$ cat src/rtl/program_loader_pkg.sv
// rtl/program_loader_pkg.sv - shared state encoding and frame constants for the program loader
package program_loader_pkg;

  typedef enum logic [2:0] {
    LEN_HI,
    LEN_LO,
    DATA,
    CHECK,
    DONE,
    ERROR
  } loader_state_t;

  localparam int BYTE_W         = 8;
  localparam int LEN_W          = 16;
  localparam int BYTES_PER_WORD = 4;
  // log2 of the bytes per word: word index to byte address, and byte counter width
  localparam int ADDR_SHIFT     = $clog2(BYTES_PER_WORD);

endpackage

$ cat src/rtl/program_loader_if.sv
// rtl/program_loader_if.sv - byte stream and program memory write port bundle
interface program_loader_if #(
  parameter int DATA_WIDTH = 32
);

  logic                  ByteValid;
  logic [7:0]            ByteData;
  logic                  ByteReady;
  logic                  WriteEnable;
  logic [DATA_WIDTH-1:0] WriteAddress;
  logic [DATA_WIDTH-1:0] WriteData;

  modport master (
    input  ByteValid, ByteData,
    output ByteReady, WriteEnable, WriteAddress, WriteData
  );

  modport slave (
    output ByteValid, ByteData,
    input  ByteReady, WriteEnable, WriteAddress, WriteData
  );

endinterface

$ cat src/rtl/program_loader_word_assembler.sv
// rtl/program_loader_word_assembler.sv - MSB-first byte-to-word shift register with completion strobe
module program_loader_word_assembler
  import program_loader_pkg::*;
#(
  parameter int DATA_WIDTH = 32
) (
  input  logic                  clk,
  input  logic                  reset,
  input  logic                  clear,
  input  logic                  byte_en,
  input  logic [BYTE_W-1:0]     byte_data,
  output logic                  word_capture,
  output logic [DATA_WIDTH-1:0] word,
  output logic                  word_valid
);

  localparam logic [ADDR_SHIFT-1:0] LAST_BYTE = ADDR_SHIFT'(BYTES_PER_WORD - 1);

  // Only the first three bytes need holding; the fourth is taken straight off the bus.
  logic [DATA_WIDTH-BYTE_W-1:0] shift_q;
  logic [ADDR_SHIFT-1:0]        cnt_q;

  assign word_capture = byte_en && (cnt_q == LAST_BYTE);

  always_ff @(posedge clk) begin
    if (reset) begin
      shift_q    <= '0;
      cnt_q      <= '0;
      word       <= '0;
      word_valid <= 1'b0;
    end else if (clear) begin
      shift_q    <= '0;
      cnt_q      <= '0;
      word_valid <= 1'b0;
    end else begin
      word_valid <= word_capture;
      if (byte_en) begin
        shift_q <= {shift_q[DATA_WIDTH-2*BYTE_W-1:0], byte_data};
        cnt_q   <= word_capture ? '0 : cnt_q + 1'b1;
        if (word_capture) begin
          word <= {shift_q, byte_data};
        end
      end
    end
  end

endmodule

$ cat src/rtl/program_loader.sv
// rtl/program_loader.sv - boot loader filling program memory from a framed, checksummed byte stream
module program_loader
  import program_loader_pkg::*;
#(
  parameter int MEMORY_DEPTH = 32,
  parameter int DATA_WIDTH   = 32
) (
  input  logic             clk,
  input  logic             reset,
  input  logic             Start,
  program_loader_if.master bus,
  output logic             CpuHold,
  output logic             LoadDone,
  output logic             LoadError
);

  localparam logic [LEN_W-1:0] MAX_LEN = LEN_W'(MEMORY_DEPTH);

  loader_state_t         state_q, state_d;
  logic [BYTE_W-1:0]     len_hi_q;
  logic [BYTE_W-1:0]     xor_q;
  logic [LEN_W-1:0]      len_q;
  logic [LEN_W-1:0]      index_q;
  logic [LEN_W-1:0]      frame_len;
  logic [DATA_WIDTH-1:0] addr_q;
  logic [DATA_WIDTH-1:0] word;
  logic                  byte_ready;
  logic                  accept;
  logic                  restart;
  logic                  word_capture;
  logic                  word_valid;

  assign byte_ready = (state_q == LEN_HI) || (state_q == LEN_LO) ||
                      (state_q == DATA)   || (state_q == CHECK);
  assign accept     = bus.ByteValid && byte_ready;
  assign restart    = Start && ((state_q == DONE) || (state_q == ERROR));
  assign frame_len  = {len_hi_q, bus.ByteData};

  assign bus.ByteReady    = byte_ready;
  assign bus.WriteEnable  = word_valid;
  assign bus.WriteAddress = addr_q;
  assign bus.WriteData    = word;

  program_loader_word_assembler #(
    .DATA_WIDTH (DATA_WIDTH)
  ) u_word_assembler (
    .clk          (clk),
    .reset        (reset),
    .clear        (restart),
    .byte_en      (accept && (state_q == DATA)),
    .byte_data    (bus.ByteData),
    .word_capture (word_capture),
    .word         (word),
    .word_valid   (word_valid)
  );

  always_ff @(posedge clk) begin
    if (reset) begin
      state_q <= LEN_HI;
    end else begin
      state_q <= state_d;
    end
  end

  always_comb begin
    state_d   = state_q;
    CpuHold   = 1'b1;
    LoadDone  = 1'b0;
    LoadError = 1'b0;
    case (state_q)
      LEN_HI: if (accept) state_d = LEN_LO;
      LEN_LO: begin
        if (accept) begin
          if (frame_len > MAX_LEN) begin
            state_d = ERROR;
          end else if (frame_len == '0) begin
            state_d = CHECK;
          end else begin
            state_d = DATA;
          end
        end
      end
      // The last word's write strobe lands in the first CHECK cycle.
      DATA:   if (word_capture && ((index_q + 16'd1) == len_q)) state_d = CHECK;
      CHECK:  if (accept) state_d = (bus.ByteData == xor_q) ? DONE : ERROR;
      DONE: begin
        CpuHold  = 1'b0;
        LoadDone = 1'b1;
        if (Start) state_d = LEN_HI;
      end
      ERROR: begin
        LoadError = 1'b1;
        if (Start) state_d = LEN_HI;
      end
      default: state_d = LEN_HI;
    endcase
  end

  always_ff @(posedge clk) begin
    if (reset) begin
      len_hi_q <= '0;
      len_q    <= '0;
      index_q  <= '0;
      xor_q    <= '0;
      addr_q   <= '0;
    end else if (restart) begin
      len_hi_q <= '0;
      len_q    <= '0;
      index_q  <= '0;
      xor_q    <= '0;
    end else begin
      if (accept && (state_q != CHECK)) xor_q <= xor_q ^ bus.ByteData;
      if (accept && (state_q == LEN_HI)) len_hi_q <= bus.ByteData;
      if (accept && (state_q == LEN_LO)) len_q <= frame_len;
      if (word_capture) begin
        addr_q  <= DATA_WIDTH'(index_q) << ADDR_SHIFT;
        index_q <= index_q + 16'd1;
      end
    end
  end

endmodule

$ cat src/flat_wrapper.sv
// flat-port wrapper written by rule: the top's interface ports become plain ports
module program_loader_flat import program_loader_pkg::*;
#(
  parameter int MEMORY_DEPTH = 32,
  parameter int DATA_WIDTH   = 32
)
  (clk, reset, Start, CpuHold, LoadDone, LoadError, bus_ByteValid, bus_ByteData, bus_ByteReady, bus_WriteEnable, bus_WriteAddress, bus_WriteData);
  program_loader_if #(.DATA_WIDTH(DATA_WIDTH)) bus_i ();
  input  logic clk;
  input  logic reset;
  input  logic Start;
  output logic CpuHold;
  output logic LoadDone;
  output logic LoadError;
  input wire logic [$bits(bus_i.ByteValid)-1:0] bus_ByteValid;
  input wire logic [$bits(bus_i.ByteData)-1:0] bus_ByteData;
  output wire logic [$bits(bus_i.ByteReady)-1:0] bus_ByteReady;
  output wire logic [$bits(bus_i.WriteEnable)-1:0] bus_WriteEnable;
  output wire logic [$bits(bus_i.WriteAddress)-1:0] bus_WriteAddress;
  output wire logic [$bits(bus_i.WriteData)-1:0] bus_WriteData;
  assign bus_i.ByteValid = bus_ByteValid;
  assign bus_i.ByteData = bus_ByteData;
  assign bus_ByteReady = bus_i.ByteReady;
  assign bus_WriteEnable = bus_i.WriteEnable;
  assign bus_WriteAddress = bus_i.WriteAddress;
  assign bus_WriteData = bus_i.WriteData;
  program_loader #(.MEMORY_DEPTH(MEMORY_DEPTH), .DATA_WIDTH(DATA_WIDTH)) u_core (.clk(clk), .reset(reset), .Start(Start), .bus(bus_i), .CpuHold(CpuHold), .LoadDone(LoadDone), .LoadError(LoadError));
endmodule
$ cat config.mk
export PLATFORM = sky130hd
export DESIGN_NAME = program_loader_flat
export DESIGN_NICKNAME = d
export VERILOG_FILES = /design/src/rtl/program_loader_pkg.sv /design/src/rtl/program_loader_if.sv /design/src/rtl/program_loader_word_assembler.sv /design/src/rtl/program_loader.sv /design/src/flat_wrapper.sv
export SDC_FILE = /design/constraint.sdc
export NUM_CORES = 1
export LEC_CHECK = 0
export ABC_AREA = 1
export CAP_MARGIN = 20
export CORE_MARGIN = 3
export CORE_UTILIZATION = 35
export DETAILED_ROUTE_END_ITERATION = 7
export SKIP_CTS_REPAIR_TIMING = 1
export SLEW_MARGIN = 5
export SYNTH_ARGS = -nofsm -noshare
export SYNTH_HDL_FRONTEND = slang
export SYNTH_SLANG_ARGS = --single-unit
$ cat constraint.sdc
create_clock -name clk -period 1.9 [get_ports clk]
set_clock_uncertainty 0.1 [all_clocks]
set_input_delay 0.38 -clock clk [delete_from_list [all_inputs] [get_ports clk]]
set_output_delay 0.38 -clock clk [all_outputs]
set_load 0.03 [all_outputs]
* After elaboration in Yosys (flattened, before gate mapping) *
Index checks and enable logic that the tools add are counted.

operators by class
  add/sub/neg operators = 2
  $lt $le $gt $ge = 1
  equality and inequality tests = 14
  muxes and demuxes = 13
  bitwise gates (word level) = 2
  reductions and logical operators = 19

operators with widths
  operator                                                        count
  2-to-1 mux 3 bit                                                6
  adder 16 x 1 -> 16 bit, second input constant                   1
  equality test 16 bit                                            1
  greater-than comparator 16 x 6 -> 1 bit, second input constant  1
  zero test 16 bit                                                1
  case mux 3 bit (5 select lines)                                 1
  equality test 8 bit                                             1
  logical AND 1 bit                                               8
  != test 2 x 1 -> 1 bit, second input constant                   4
  XOR 8 bit                                                       1
  equality test 3 x 2 -> 1 bit, second input constant             2
  equality test 3 bit, second input constant                      2
  2-to-1 mux 1 bit                                                5
  AND reduction 5 bit                                             1
  logical OR 1 bit                                                4
  OR reduction 2 bit                                              2
  equality test 3 x 1 -> 1 bit, second input constant             1
  zero test 3 bit                                                 1
  != test 3 x 2 -> 1 bit, second input constant                   1
  AND reduction 3 bit                                             1
  adder 2 x 1 -> 2 bit, second input constant                     1
  equality test 2 bit, second input constant                      1
  2-to-1 mux 2 bit                                                1
  != test 2 bit, second input constant                            1
  2 further kinds                                                 2

word-level totals
  bits in registers = 126
  bits of input ports = 12
  output and inout bits = 69
  logic and storage cells = 61

* Logic depth before layout (Yosys ltp) *
  depth in word-level cells = 10
  mapped depth = 15
  depth with buffers taken out = 15

* Modules after synthesis *
From an unflattened synthesis, not the netlist that was laid out.

second synthesis, totals
  cell total of the unflattened synthesis = 841
  area total of the unflattened synthesis = 5,860.6 um^2

modules (own cells, without submodules)
  module                         times used  cells an instance  area an instance (um^2)  sequential area each (um^2)
  program_loader                 1           519                3,560.9                  1,341.3
  program_loader_word_assembler  1           322                2,299.7                  1,181.1

* Worst setup path after synthesis *
No wires, ideal clock.

  path type = register to output
  from = register u_core.state_q[2]
  to = output CpuHold
  arrival time = 1.302 ns
  required time = 1.420 ns
  setup slack = 0.118 ns
  stages on the path, launching flop included = 4
  path buffers = 0
  cell sequence = dfxtp_1 > nand2_1 > nor2_1 > inv_1

between the ends
  word-level cells in the longest chain between the ends = 2

ends and longest elaborated chain
  item                    line                  text
  from (decl)             program_loader.sv:19  loader_state_t state_q, state_d;
  from (signal assigned)  program_loader.sv:61  state_q <= state_d;
  equality test 3 bit     program_loader.sv:70  case (state_q)
  2-to-1 mux 1 bit        program_loader.sv:70
  to (decl)               flat_wrapper.sv:12    output logic CpuHold;

Every way passes these cells.

* Worst setup path in the final report *
  from = register u_core.index_q[1]
  to = register u_core.state_q[0]

between the ends
  word-level cells in the longest chain between the ends = 5

ends and longest elaborated chain
  item                                  line                   text
  from (decl)                           program_loader.sv:23   logic [LEN_W-1:0] index_q;
  from (signal assigned)                program_loader.sv:117  index_q <= index_q + 16'd1;
  adder 16 x 1 -> 16 bit                program_loader.sv:84   DATA: if (word_capture && ((index_q + 16'd1) == len_q)) state_d = CHECK;
  equality test 16 bit                  program_loader.sv:84
  logical AND 1 bit                     program_loader.sv:84
  != test 2 bit (no source line)        -
  AND reduction 5 bit (no source line)  -

Every way passes these cells.
A chain may end at the register's enable or synchronous reset.

==> summary.md <==
| Metric | Value |
|---|---|
| Final weighted congestion in routability-driven placement | `0.820` |
| Reported max-cap violation count | `0` |
| Detailed router's first-iteration violation count | `235` |
| Unrepaired setup endpoints after global routing | `true` |
| Site row count | `44` |
| Starting density of the core | `36.5%` |
| Final setup slack of the worst path | `-0.0931 ns` |
| Number of nets in the final layout | `approximately 890` |
| CP endpoint kind | `flip-flop` |
| Crit-path cells | `ha_4, nand2_4, nor2_4, buf_12, nand3_1, nand3_1, nand2_1, nor2_1, nand2_1, nor2_1, nand3_1, nand2_1, nand2_1, a21oi_1` |
| Tot Pwr | `6.89 mW` |
| Post-route DRC violation count | `0` |
| Total of buffers placed on input and output ports | `64` |
| Data required time at the worst endpoint | `2.16 ns` |
| Number of endpoints failing setup at the final stage | `2` |
| DP Wirelength | `approximately 10 mm` |
| Global-route usage over all layers | `17.4%` |
| Overall die width | `131 um` |
| Period utilization | `105%` |
| Inserted Diodes | `0` |
| Sequential fraction of the synthesis area | `46.4%` |
| Wire length per cell | `13.3 um` |
| Worst ir drop on vdd | `0.000602 V` |
| Worst hold path stage count | `2` |
| Number of antenna violations at the first check in global routing | `0` |
| Via count of the first global-routing pass | `about 4,800` |
| Die Ht | `131 um` |
| Clock tree from TritonCTS | `done` |
| Run status | `complete, but fails checks` |
| Total clock buffers created by CTS | `17` |
| Violated checks | `setup timing` |
| Buffering stage count on the worst path with inverters included | `1` |
| Wire length of the first global-routing pass | `23.3 mm` |
| Family with the most delay on the worst path | `simple AND/OR/NAND/NOR gates` |
| Clock slew seen by the registers of the worst setup and hold paths | `0.06 ns` |
| Cells on worst reg2reg path | `14` |
| Static Leak | `~4.1 nW` |
| Cell depth of the worst setup path | `14` |
| Vias per cell | `~4.8` |
| Post-synth design cell area | `5430 sq um` |
| Post-synthesis register bit count | `126` |
| Dominant cell type by count on the critical path | `nand2_1` |
| CP Data Arrival Time | `2.25 ns` |
| Critical-path maximum fanout | `5` |
| Vias after detailed routing | `between 5,000 and 6,000` |
| Power density normalized to cell area | `918 nW/um^2` |
| Detailed Route WL | `about 14 mm` |
| Growth of design area from synthesis to finish | `38.0%` |
| Number of synthesis warnings | `0` |
| GRT overflow | `0` |
| Hold Violations, Final | `0` |
| Crit-path slowest cell | `dfxtp_2` |
| Total core area | `about 15,000 sq um` |
| Count of mapped cells out of synthesis | `758` |
| Final core area utilization | `50.5%` |
| Pin count of the biggest net entering global routing | `39` |
| Mean Syn Cell Area | `~7.2 sq um` |
| I/O Pins | `81` |
| Hold Crit Class | `flip-flop to flip-flop` |
| Maximum clock frequency | `502 MHz` |
| Clock insertion delay at the later pin of the skew report | `0.42 ns` |
| Crit path largest cell delay | `between 0.3 and 0.4 ns` |
| Buffer cell driving the clock tree root | `clkbuf_16` |
| Setup crit start kind | `flip-flop` |
| Area enclosed by the die boundary | `17,100 sq um` |
| CTS max path bufs | `2` |
| Total count of max-transition violations in the final report | `0` |
| Maximum level of the CTS H-tree | `4` |
| Post-layout min period | `approximately 2.0 ns` |
| Antenna Violating Nets Remaining | `0` |
| Fraction of layout cells with a size suffix above 1 | `15.4%` |
| Distinct cell type count of the synthesized netlist | `30` |
| DR pass1 iterations | `6` |
| Number of clock sinks | `about 130` |
| Leading cell type in the layout, fill and taps excluded | `nand2_1` |
| Worst setup path category | `flip-flop to flip-flop` |
| Commonest cells after routing, fill and taps aside | `nand2_1 (161), dfxtp_1 (123), nor2_1 (101)` |
[routing by layer]
layer | routed length [um] | up-vias | track usage, %
met5 | 0 | - | 0
met4 | 171 | 0 | 5.51
met3 | 741 | 14 | 4.92
met2 | 6460 | 134 | 26.5
met1 | 6900 | 2368 | 23.8
li1 | - | 2694 | -
[per-stage QoR]
step | setup TNS, ns | area (sq um) | instances | hold WS [ns] | setup WS, ns
after floorplan | 0 | 5490 | 773 | 0.344 | 0.118
after global placement | -3.75 | 6670 | 1038 | 0.356 | -0.223
after detailed placement | -6.29 | 6670 | 1038 | 0.358 | -0.332
after CTS | -1.97 | 7240 | 1069 | 0.367 | -0.334
after global routing | -0.464 | 7500 | 1075 | 0.381 | -0.243
final | -0.173 | 7500 | 1075 | 0.363 | -0.0931
[flip-flops by register name, summed over array words and instances, names as in the netlist]
name and flops:
u_core.index_q 16, u_core.state_q 3, u_core.xor_q 8, u_core.u_word_assembler.word 32
u_core.len_hi_q 8, u_core.u_word_assembler.shift_q 24, u_core.u_word_assembler.word_valid 1, u_core.len_q 16
u_core.bus.WriteAddress 16, u_core.u_word_assembler.cnt_q 2
[layout make-up]
class / instances / area (sq um)
clock buffer: 17 / 425
clock inverter: 14 / 145
fill: 1441 / 7360
inverter: 57 / 214
multi-input combinational: 540 / 2560
sequential: 126 / 2530
tap: 184 / 230
timing repair buffer: 137 / 1390
[worst min-delay path, stage by stage, from the launching register on]
cell and delay [ns]:
dfxtp_1 0.31, nand2_1 0.06, a21oi_1 0.05
[synthesized netlist by cell type]
master	n	area [sq um]
nand2_1	165	619
dfxtp_1	126	2520
nor2_1	105	394
o21ai_0	84	420
a21oi_1	77	385
inv_1	55	206
nand3_1	40	200
clkbuf_1	26	97.6
buf_4	16	120
nand4_1	9	56.3
xor2_1	9	78.8
nor3_1	6	30.0
buf_1	5	18.8
nor2_4	5	56.3
o211ai_1	5	37.5
a31oi_1	3	18.8
buf_2	3	15.0
nand2_2	3	18.8
clkinv_1	2	7.51
ha_1	2	25.0
nor2_2	2	12.5
nor4_1	2	12.5
a211oi_1	1	7.51
a311oi_1	1	8.76
conb_1	1	3.75
nand2_4	1	11.3
nor2_8	1	20.0
o21ai_2	1	8.76
o21bai_1	1	7.51
o21bai_2	1	11.3
[worst paths after layout]
check | endpoint | start | slack, ns
max | u_core.state_q[0]$_SDFFE_PP0P_ | u_core.index_q[1]$_SDFFE_PP0P_ | -0.09
min reg2reg | u_core.bus.WriteAddress[2]$_SDFFE_PP0P_ | u_core.bus.WriteAddress[2]$_SDFFE_PP0P_ | 0.36
max reg2reg | u_core.state_q[0]$_SDFFE_PP0P_ | u_core.index_q[1]$_SDFFE_PP0P_ | -0.09
min | u_core.bus.WriteAddress[2]$_SDFFE_PP0P_ | u_core.bus.WriteAddress[2]$_SDFFE_PP0P_ | 0.36
[where the power goes]
| part | switching (mW) | internal (mW) | leakage [nW] |
|---|---|---|---|
| Clock | 1.22 | 1.92 | 0.271 |
| Sequential | 0.0967 | 2.79 | 1.02 |
| Combinational | 0.545 | 0.326 | 2.79 |
| Total | 1.86 | 5.03 | 4.08 |
[cell families (layout without fill, tap and decap cells)]
logic type	Yosys count	in the layout	share of synthesized area, %
AOI/OAI and AO/OA	174	174	16.7
xor gates and xnor gates	9	9	1.45
adders and majority gates	2	2	0.461
buffers and inverters	107	225	8.57
DFF	126	126	46.4
other	1	16	0.0690
and+or+nand+nor	339	339	26.3
Note: power is estimated with default switching activity, not from simulation.
